--- config.mk ---
export PLATFORM = sky130hd
export DESIGN_NAME = d2d_adapter
export DESIGN_NICKNAME = d
export VERILOG_FILES = /design/src/rtl/d2d_pkg.sv /design/src/rtl/d2d_sync_fifo.sv /design/src/rtl/d2d_adapter.sv
export SDC_FILE = /design/constraint.sdc
export NUM_CORES = 1
export LEC_CHECK = 0
export ABC_AREA = 0
export CAP_MARGIN = 20
export CORE_MARGIN = 1.5
export CORE_UTILIZATION = 30
export CTS_CLUSTER_SIZE = 28
export DETAILED_ROUTE_END_ITERATION = 8
export PLACE_DENSITY_LB_ADDON = 0.12
export REMOVE_ABC_BUFFERS = 1
export SETUP_SLACK_MARGIN = 0.5
export SYNTH_ARGS = -nofsm -noshare
export SYNTH_HDL_FRONTEND = slang
export SYNTH_HIERARCHICAL = 1
export SYNTH_SLANG_ARGS = --single-unit
--- constraint.sdc ---
create_clock -name clk -period 6.6 [get_ports clk]
set_input_delay 0.99 -clock clk [delete_from_list [all_inputs] [get_ports clk]]
set_output_delay 0.99 -clock clk [all_outputs]
set_load 0.01 [all_outputs]
--- src/rtl/d2d_pkg.sv ---
// d2d_pkg: shared definitions for the die-to-die adapter.
//   DATA_W / ADDR_W : payload widths.
//   d2d_beat_t      : one buffered transfer {data, addr[, parity]}.
//   d2d_parity      : even-parity helper (XOR reduction over data and address).
// Optional feature macro: D2D_PARITY_EN (adds a stored parity bit per beat).
package d2d_pkg;

    localparam int DATA_W = 32;
    localparam int ADDR_W = 16;

    typedef struct packed {
        logic [DATA_W-1:0] data;
        logic [ADDR_W-1:0] addr;
`ifdef D2D_PARITY_EN
        logic              parity;
`endif
    } d2d_beat_t;

    function automatic logic d2d_parity(input logic [DATA_W-1:0] data,
                                        input logic [ADDR_W-1:0] addr);
        return ^{data, addr};
    endfunction

endpackage

--- src/rtl/d2d_sync_fifo.sv ---
// d2d_sync_fifo: single-clock storage for the adapter (array, pointers, count).
// Ports:
//   clk, rst          clock and synchronous active-high reset
//   wr_en, wr_beat    write one beat (ignored when full)
//   rd_en, rd_beat    pop the head beat (ignored when empty); rd_beat is the head
//   full, empty       status decoded from the registered count
module d2d_sync_fifo
    import d2d_pkg::*;
#(
    parameter int DEPTH = 4
) (
    input  logic      clk,
    input  logic      rst,
    input  logic      wr_en,
    input  d2d_beat_t wr_beat,
    input  logic      rd_en,
    output d2d_beat_t rd_beat,
    output logic      full,
    output logic      empty
);

    localparam int PTR_W = $clog2(DEPTH);

    logic [PTR_W-1:0] wr_ptr_q, wr_ptr_d;
    logic [PTR_W-1:0] rd_ptr_q, rd_ptr_d;
    logic [PTR_W:0]   count_q, count_d;
    d2d_beat_t        mem_q [DEPTH];
    d2d_beat_t        mem_d [DEPTH];
    logic             wr_ok;
    logic             rd_ok;

    // Status flags and head entry from registered state only.
    always_comb begin
        full    = (count_q == (PTR_W+1)'(DEPTH));
        empty   = (count_q == '0);
        rd_beat = mem_q[rd_ptr_q];
        wr_ok   = wr_en && !full;
        rd_ok   = rd_en && !empty;
    end

    // Next-state: storage write, pointer advance (wraps modulo DEPTH), count update.
    always_comb begin
        mem_d    = mem_q;
        wr_ptr_d = wr_ptr_q;
        rd_ptr_d = rd_ptr_q;
        count_d  = count_q;
        if (wr_ok) begin
            mem_d[wr_ptr_q] = wr_beat;
            wr_ptr_d        = wr_ptr_q + PTR_W'(1);
        end else begin
            wr_ptr_d = wr_ptr_q;
        end
        if (rd_ok) begin
            rd_ptr_d = rd_ptr_q + PTR_W'(1);
        end else begin
            rd_ptr_d = rd_ptr_q;
        end
        case ({wr_ok, rd_ok})
            2'b10:   count_d = count_q + (PTR_W+1)'(1);
            2'b01:   count_d = count_q - (PTR_W+1)'(1);
            default: count_d = count_q;
        endcase
    end

    // State registers; reset discards every buffered beat.
    always_ff @(posedge clk) begin
        if (rst) begin
            wr_ptr_q <= '0;
            rd_ptr_q <= '0;
            count_q  <= '0;
            for (int i = 0; i < DEPTH; i++) begin
                mem_q[i] <= '0;
            end
        end else begin
            wr_ptr_q <= wr_ptr_d;
            rd_ptr_q <= rd_ptr_d;
            count_q  <= count_d;
            mem_q    <= mem_d;
        end
    end

endmodule

--- src/rtl/d2d_adapter.sv ---
// d2d_adapter: elastic valid/ready buffer at the chiplet boundary.
// Ports:
//   clk, rst_n                 clock; rst_n is a synchronous ACTIVE-HIGH reset
//   srcData/srcAddr/srcValid   source beat offer; srcReady = room available
//   dstData/dstAddr/dstValid   head beat (zeros when nothing valid); dstReady pops it
//   dstParity                  only with D2D_PARITY_EN: even parity of head {data, addr}
// Optional feature macro: D2D_PARITY_EN.
module d2d_adapter
    import d2d_pkg::*;
#(
    parameter int DEPTH = 4
) (
    input  logic              clk,
    input  logic              rst_n,
    input  logic [DATA_W-1:0] srcData,
    input  logic [ADDR_W-1:0] srcAddr,
    input  logic              srcValid,
    output logic              srcReady,
    output logic [DATA_W-1:0] dstData,
    output logic [ADDR_W-1:0] dstAddr,
    output logic              dstValid,
`ifdef D2D_PARITY_EN
    output logic              dstParity,
`endif
    input  logic              dstReady
);

    d2d_beat_t wr_beat;
    d2d_beat_t head_beat;
    logic      full;
    logic      empty;
    logic      push;
    logic      pop;

    // Handshake glue: ready/valid derive only from registered count and reset,
    // so there is no combinational path from dstReady to srcReady.
    always_comb begin
        srcReady     = !full && !rst_n;
        dstValid     = !empty && !rst_n;
        push         = srcValid && srcReady;
        pop          = dstValid && dstReady;
        wr_beat      = '0;
        wr_beat.data = srcData;
        wr_beat.addr = srcAddr;
`ifdef D2D_PARITY_EN
        wr_beat.parity = d2d_parity(srcData, srcAddr);
`endif
    end

    // Output masking: payload is all zeros whenever no beat is presented.
    always_comb begin
        if (dstValid) begin
            dstData = head_beat.data;
            dstAddr = head_beat.addr;
`ifdef D2D_PARITY_EN
            dstParity = head_beat.parity;
`endif
        end else begin
            dstData = '0;
            dstAddr = '0;
`ifdef D2D_PARITY_EN
            dstParity = 1'b0;
`endif
        end
    end

    d2d_sync_fifo #(.DEPTH(DEPTH)) u_fifo (
        .clk     (clk),
        .rst     (rst_n),
        .wr_en   (push),
        .wr_beat (wr_beat),
        .rd_en   (pop),
        .rd_beat (head_beat),
        .full    (full),
        .empty   (empty)
    );

endmodule

# --- After elaboration in Yosys (flattened, before gate mapping) ---
# Index checks and enable logic that the tools add are counted.
classes:
  n_eq_ne: 3
  magnitude_cmp: 3
  n_addsub: 4
  bitwise: 2
  reduce_logical: 12
  n_mux: 9
ops:
  columns: ["operator", "count"]
  rows:
  - ["bitwise mux 192 bit", 1]
  - ["two-way mux 48 bit", 3]
  - ["binary-select mux 48 bit (select 2 bit)", 1]
  - ["demux 48 bit (select 2 bit)", 1]
  - ["two-way mux 32 bit", 1]
  - ["two-way mux 16 bit", 1]
  - ["logical AND 1 bit", 7]
  - [">= comparator 3 bit, second input constant", 2]
  - ["inverter 2 -> 3 bit", 2]
  - ["one-hot mux 3 bit (2 select lines)", 1]
  - ["adder 2 x 1 -> 2 bit, second input constant", 2]
  - ["adder 3 x 1 -> 3 bit, second input constant", 1]
  - ["== test 3 bit, second input constant", 1]
  - ["zero test 1 bit", 3]
  - ["zero test 3 bit", 1]
  - ["less-than comparator 3 x 1 -> 1 bit, second input constant", 1]
  - ["subtractor 3 x 1 -> 3 bit, second input constant", 1]
  - ["== test 2 x 1 -> 1 bit, second input constant", 1]
  - ["== test 2 bit, second input constant", 1]
  - ["nonzero test 2 bit", 1]
totals:
  in_bits: 52
  reg_bits: 199

# --- Logic depth before layout (Yosys ltp) ---
# Gate-level depths: netlist of run 1.
depth:
  word_depth: 7
  depth_mapped: 13
  depth_no_buf: 11

# --- By module ---
# The synthesis of run 1 kept the hierarchy.
by_module_without_submodules:
  columns: ["module", "area_per_inst_um2", "cells_each", "n_inst"]
  rows:
  - ["d2d_sync_fifo", 9191.3, 785, 1]
  - ["d2d_adapter", 800.8, 64, 1]

# --- Worst setup path before layout of run 1 ---
# OpenSTA, ideal clock, no wires.
synth_timing:
  kind: "input -> register"
  start: "in rst_n"
  end: "reg u_fifo.count_q[2]"
  path_slack_ns: 3.455
  t_arrival_ns: 3.075
  path_stages: 12
  setup_time_ns: 0.070
  path_buffers: 3
  cell_sequence: "buf_6 > buf_12 > nor3b_2 > clkbuf_1 > and2_2 > inv_1 > ha_1 > inv_1 > fa_1 > xor2_1 > or3_2 > a21oi_1"
synth_via:
  elab_chain_cells: 6
synth_lines:
  columns: ["item", "line_no", "rtl"]
  rows:
  - ["start, declared", "d2d_adapter.sv:14", "input logic rst_n,"]
  - ["zero test 1 bit *", "d2d_adapter.sv:38", "srcReady = !full && !rst_n;"]
  - ["logical AND 1 bit *", "d2d_adapter.sv:38", null]
  - ["logical AND 1 bit *", "d2d_adapter.sv:40", "push = srcValid && srcReady;"]
  - ["net push", "d2d_adapter.sv:32", "logic push;"]
  - ["logical AND 1 bit *", "d2d_sync_fifo.sv:37", "wr_ok = wr_en && !full;"]
  - ["== test 2 x 1 -> 1 bit or == test 2 bit (tied branches)", "d2d_sync_fifo.sv:58", "case ({wr_ok, rd_ok})"]
  - ["one-hot mux 3 bit (2 select lines) or nonzero test 2 bit (tied branches)", null, null]
  - ["end signal, assigned", "d2d_sync_fifo.sv:77", "count_q <= count_d;"]
  - ["end, declared", "d2d_sync_fifo.sv:26", "logic [PTR_W:0] count_q, count_d;"]
# The timed path passes the listed nets; every way through them passes the cells marked *.
# A chain may end at the register's enable or synchronous reset.

==> results.json, run 1 <==
{
  "outcome": "finished clean",
  "pin_count": 102,
  "ys.flop_type": "dfxtp_1",
  "tns_ns": 0,
  "ys_ff_latch": 199,
  "post-route-drc-count": 0,
  "slew_viol_final": 0,
  "r2r_start": "u_fifo/count_q[0]",
  "coreArea_um2": 32700,
  "cts_buffers": 17,
  "die_area_um2": 34410,
  "hold_violations": 0,
  "clk_latency_ns": 0.44,
  "drive_gt1_share_pct": 16.76,
  "start_util_pct": 30.56,
  "cp-end-kind": "output pin",
  "ff_latch_area_um2": 3989,
  "synth_most_common_cell": "nand2b_1",
  "maxSlewHeadroom_pct": 35.77,
  "num_vias": 6049,
  "hpwl_mm": 13.38,
  "finClkSkew_ns": 0.01303,
  "wl_mm": 22.55,
  "p_seq_share_pct": 48.7,
  "setup.worst_path.class": "reg2out",
  "syn_avg_cell_area_um2": 11.77,
  "start_kind": "register",
  "ys_seq_area_share_pct": 39.87,
  "synthesis.area_um2": 9992,
  "combPwrFrac_pct": 9.6,
  "antenna_found_initial": 1,
  "power.density_cell_area_nw_per_um2": 217.1,
  "avgViaCountPerCell": 4.441,
  "peakVddDrop_mv": 0.1760,
  "syn_to_final_growth_pct": 17.43,
  "p_switching_mw": 0.6349,
  "grt.overflow.total": 0,
  "fin_area_um2": 11730,
  "final_nets": 964,
  "cts_setup_buffers": 0,
  "multiInputGateArea_um2": 5450,
  "fp.dieH_um": 185.5,
  "netlist.area_leader.share_pct": 39.87,
  "setup_viol": 0,
  "min_from": "u_fifo/mem_q[115]",
  "n_fill_cell": 3266,
  "p_leak_nw": 4.655,
  "synth_area_leader_cell": "dfxtp_1",
  "first_pass_iters": 5,
  "holdCritPathClass": "reg2reg",
  "clk_pin_slew_ns": 0.07,
  "power_mw": 2.548,
  "cts_max_level": 4,
  "cp.arrival_ns": 3.19,
  "p_sw_share_pct": 24.92,
  "grt_pass1_wl_mm": 35.56,
  "synth_cell_types": 30,
  "syn_inst": 849,
  "place_congestion": 0.6936,
  "clock_path_buffers": 2,
  "grt_pass1_vias": 6397,
  "grt_setup_unrepaired": "no",
  "postCtsHoldBufs": 0,
  "crit_start": "u_fifo/rd_ptr_q[0]",
  "crit_path_max_fanout": 31,
  "fp.dieW_um": 185.5,
  "grt_use_total_pct": 13.52,
  "tightestPinTransition_ns": 0.9635,
  "synth_common_cells": "240 x nand2b_1, 199 x dfxtp_1, 192 x mux2i_1",
  "min_period_over_period_pct": 63.28,
  "synth_edf_count": 0,
  "grt_max_degree": 142,
  "cts_tree": "done",
  "initialDrtViolationCount": 264,
  "synthArstFlopShare_pct": 0,
  "cellInternalPower_mw": 1.913,
  "num_rows": 66,
  "placed_area_um2": 11140,
  "required_ns": 5.61,
  "io_buffer_count": 101,
  "drv_cap": 0,
  "yosysWarnings": 6,
  "detail_route.wl_per_cell_um": 16.56,
  "antenna_left": 0,
  "min_period_ns": 4.177,
  "pwr-share-clk_pct": 41.7,
  "cts_sinks": 199,
  "cts_resized": 0,
  "root_buffer": "clkbuf_16",
  "ys_top_cells_by_area": "dfxtp_1 40%, mux2i_1 19%, nand2b_1 15%",
  "clock.fmax_mhz": 239.4
}
flip-flops by register name, indices dropped and copies added (netlist names):
name	cells
u_fifo/count_q	3
u_fifo/mem_q	192
u_fifo/rd_ptr_q	2
u_fifo/wr_ptr_q	2
kinds of logic after synthesis:
family                   count (synthesis)  synth area share [%]
adder cells (fa/ha/maj)                  6                0.8265
flip-flops                             199                 39.87
multiplexers                           241                 30.17
XOR/XNOR                                 3                0.2630
AO/OA/AOI/OAI                            7                0.4006
buffers and inverters                   82                 5.835
AND/OR/NAND/NOR                        311                 22.64
power groups by stage:
stage	clock (mW)	combinational, mW	sequential [mW]
6_report	1.06	0.244	1.24
3_5_place_dp	0	0.250	1.27
2_1_floorplan	0	0.140	1.27
5_1_grt	1.15	0.265	1.24
3_3_place_gp	0	0.248	1.27
4_1_cts	1.11	0.251	1.24
per-layer routing:
metal  vias up  global-route usage (%)  routed length [um]
met5         -                       0                   0
met4         0                   3.577                 217
met3        16                   2.857                 746
met2        87                   22.59               10670
met1      2906                   17.62               10920
li1       3040                       -                   -
layout by cell type (no fill, tap or decap), drive strengths merged, types with 4 or more instances in the layout:
cell,netlist,layout
buf,44,11
clkbuf,30,21
clkdlybuf4s50,0,100
dfxtp,199,199
ha,5,5
inv,8,15
mux2i,192,192
mux4,48,48
nand2b,240,240
nand3,4,4
nor2,8,8
nor3b,50,50
worst paths after layout:
check	cells after the start	to	slack [ns]
setup / recovery	4	dstAddr[11]	2.42
hold reg to reg	2	u_fifo/mem_q[115]	0.47
hold / removal	2	u_fifo/mem_q[115]	0.47
setup reg to reg	6	u_fifo/mem_q[186]	3.43
through the flow:
step                worst slack (ns)  instances  utilization [%]  hold slack (ns)
floorplan                    -0.1067        775                -           0.4448
finish                         2.423       1362            35.88           0.4710
detailed placement             2.825       1329            34.05           0.4608
CTS                            2.332       1361            35.87           0.4747
global route                   2.253       1361            35.87           0.4843
global placement               2.852       1328            34.02           0.4562
critical path, cell delays in order (launching register included):
cell,delay [ns]
dfxtp_2,0.97
buf_4,0.53
mux4_2,0.56
nor3b_2,0.18
clkdlybuf4s50_1,0.50
cell type report:
type	instances	share of cell area (%)
multi-input combinational	568	46.45
sequential	199	33.99
timing repair buffer	112	9.490
tap	442	4.713
clock buffer	20	3.977
clock inverter	12	1.098
inverter	8	0.2559
antenna	1	0.02133
Power figures use the tool's default switching activity.
==> inputs of run 2 (changes only) <==
- clock period: 6.6 -> 3.5 ns (I/O delays scaled with it)
==> run 2 against run 1 <==
  * Wire length up 2.5%
  * Via count up 0.64%
  * Worst setup slack got worse by 1.8 ns
  * Die area did not move
  * Register-to-register slack worse by 2.7 ns
  * Non-clock buffer count up 9
  * Hold slack worse by 0.0017 ns
  * First-iteration DRC count increased by 22%
  * Clock skew decreased by 0.0038 ns
  * Sequential share of layout area decreased by 0.32 points
  * Combinational power up 94%
==> results.json, run 2 (synthesized netlist as in run 1, its figures left out) <==
{
  "outcome": "finished clean",
  "setup.worst_path.class": "reg2out",
  "fp.dieW_um": 185.5,
  "grt_setup_unrepaired": "no",
  "initialDrtViolationCount": 322,
  "cp.arrival_ns": 2.31,
  "fp.dieH_um": 185.5,
  "p_leak_nw": 4.707,
  "tightestPinTransition_ns": 0.8087,
  "top_register": "u_fifo/mem_q",
  "grt-busiest-layer": "met2",
  "grt_use_total_pct": 14.11,
  "post-route-drc-count": 0,
  "gr-usage-met2_pct": 22.61,
  "grt_pass1_vias": 6404,
  "tns_ns": 0,
  "reg.largest.list": "u_fifo/mem_q (192), u_fifo/count_q (3)",
  "grt_max_degree": 72,
  "syn_to_final_growth_pct": 18.54,
  "root_buffer": "clkbuf_16",
  "path_cells": "buf_12, mux4_2, nor3b_2, clkdlybuf4s50_1",
  "cts_max_level": 4,
  "whs_ns": 0.4693,
  "final_nets": 973,
  "antenna_cells": 0,
  "wl_mm": 23.12,
  "min_period_ns": 2.839,
  "holdCritPathClass": "reg2reg",
  "num_rows": 66,
  "cts_buffers": 17,
  "die_area_um2": 34410,
  "io_buffer_count": 101,
  "required_ns": 2.97,
  "cpPeakStageDelay_ns": 0.53,
  "critPathTopFamily": "buffers and inverters",
  "hold_violations": 0,
  "r2r_setup_slack_ns": 0.74,
  "crit_start": "u_fifo/rd_ptr_q[0]",
  "crit_path_max_fanout": 26,
  "grt_pass1_wl_mm": 37.00,
  "avgViaCountPerCell": 4.444,
  "grt.overflow.total": 0,
  "cp_num_cells": 4,
  "detail_route.wl_per_cell_um": 16.87,
  "clk_latency_ns": 0.44,
  "cp-end-kind": "output pin",
  "reg2reg_to": "u_fifo/count_q[2]",
  "num_vias": 6088,
  "most-common-layout-cells": "240 x nand2b_1, 197 x dfxtp_1, 192 x mux2i_1",
  "reg2regPathDepth": 11,
  "timing.critical_path.buf_inv": 2,
  "setup.worst_path.end": "dstAddr[5]",
  "clock.fmax_mhz": 352.3,
  "drv_cap": 0,
  "hpwl_mm": 13.49,
  "final_common_cell": "nand2b_1",
  "setup_viol": 0,
  "pin_count": 102,
  "start_kind": "register",
  "met1_usage_pct": 19.51,
  "maxSlewHeadroom_pct": 46.09,
  "start_util_pct": 30.56,
  "clock_path_buffers": 2,
  "peakVddDrop_mv": 0.3368,
  "met3_usage_pct": 2.720,
  "cts_tree": "done",
  "postCtsHoldBufs": 0,
  "min_period_over_period_pct": 81.11,
  "drive_gt1_share_pct": 17.67,
  "cts_sinks": 199,
  "finClkSkew_ns": 0.009241,
  "slew_viol_final": 0,
  "antenna_found_initial": 1,
  "place_congestion": 0.6888,
  "r2r_start": "u_fifo/count_q[2]",
  "largest_register_ffs": 192,
  "slowest_stage": "mux4_2",
  "clk_pin_slew_ns": 0.07,
  "first_pass_iters": 4,
  "antenna_left": 0,
  "coreArea_um2": 32700,
  "power.density_cell_area_nw_per_um2": 400.0
}
run 2: through the flow:
step	worst slack [ns]	instance area, um^2	power [mW]	std cells	util, %
after CTS	0.5951	11840	4.826	1370	36.21
after global placement	0.6515	11260	2.881	1336	34.43
after detailed placement	0.6082	11260	2.875	1336	34.43
after global routing	0.5035	11850	4.943	1370	36.22
after floorplan	-3.207	9439	2.651	775	-
final	0.6613	11850	4.738	1370	36.22
run 2: how the worst min path moves through the flow:
stage	to	startpoint	depth (start not counted)
after floorplan	u_fifo/mem_q[108]	u_fifo/mem_q[108]	2
after global placement	u_fifo/mem_q[123]	u_fifo/mem_q[123]	2
after detailed placement	u_fifo/mem_q[124]	u_fifo/mem_q[124]	2
after CTS	u_fifo/mem_q[108]	u_fifo/mem_q[108]	2
after global routing	u_fifo/mem_q[122]	u_fifo/mem_q[122]	2
final	u_fifo/mem_q[108]	u_fifo/mem_q[108]	2
run 2: repair_timing:
action / CTS / global route
buffers inserted: 2 / 0
gates resized for setup: 1 / 1
setup endpoints to repair: 22 / 1
run 2: routing by layer:
metal  wire length, um  share of wire, %
met2             10620                46
met5                 0                 0
met3               683               3.0
met1             11630                50
met4               178              0.77
run 2: area by class of cell:
type	instances	area, um^2
Inverter	8	30.03
Clock buffer	19	452.9
Fill cell	3223	20860
Sequential cell	199	3989
Multi-Input combinational cell	568	5453
Clock inverter	13	111.4
Timing Repair Buffer	121	1256
Tap cell	442	553.0
run 2: tightest hold or removal path, stage by stage (launching register included):
cell and delay [ns]:
dfxtp_1 0.31, nand2b_1 0.06, mux2i_1 0.06
run 2: power by group:
| part | internal [mW] | switching, mW | total [mW] |
|---|---|---|---|
| registers | 2.31 | 0.0274 | 2.34 |
| clock network | 0.973 | 0.952 | 1.92 |
| logic | 0.236 | 0.237 | 0.474 |
| total | 3.52 | 1.22 | 4.74 |
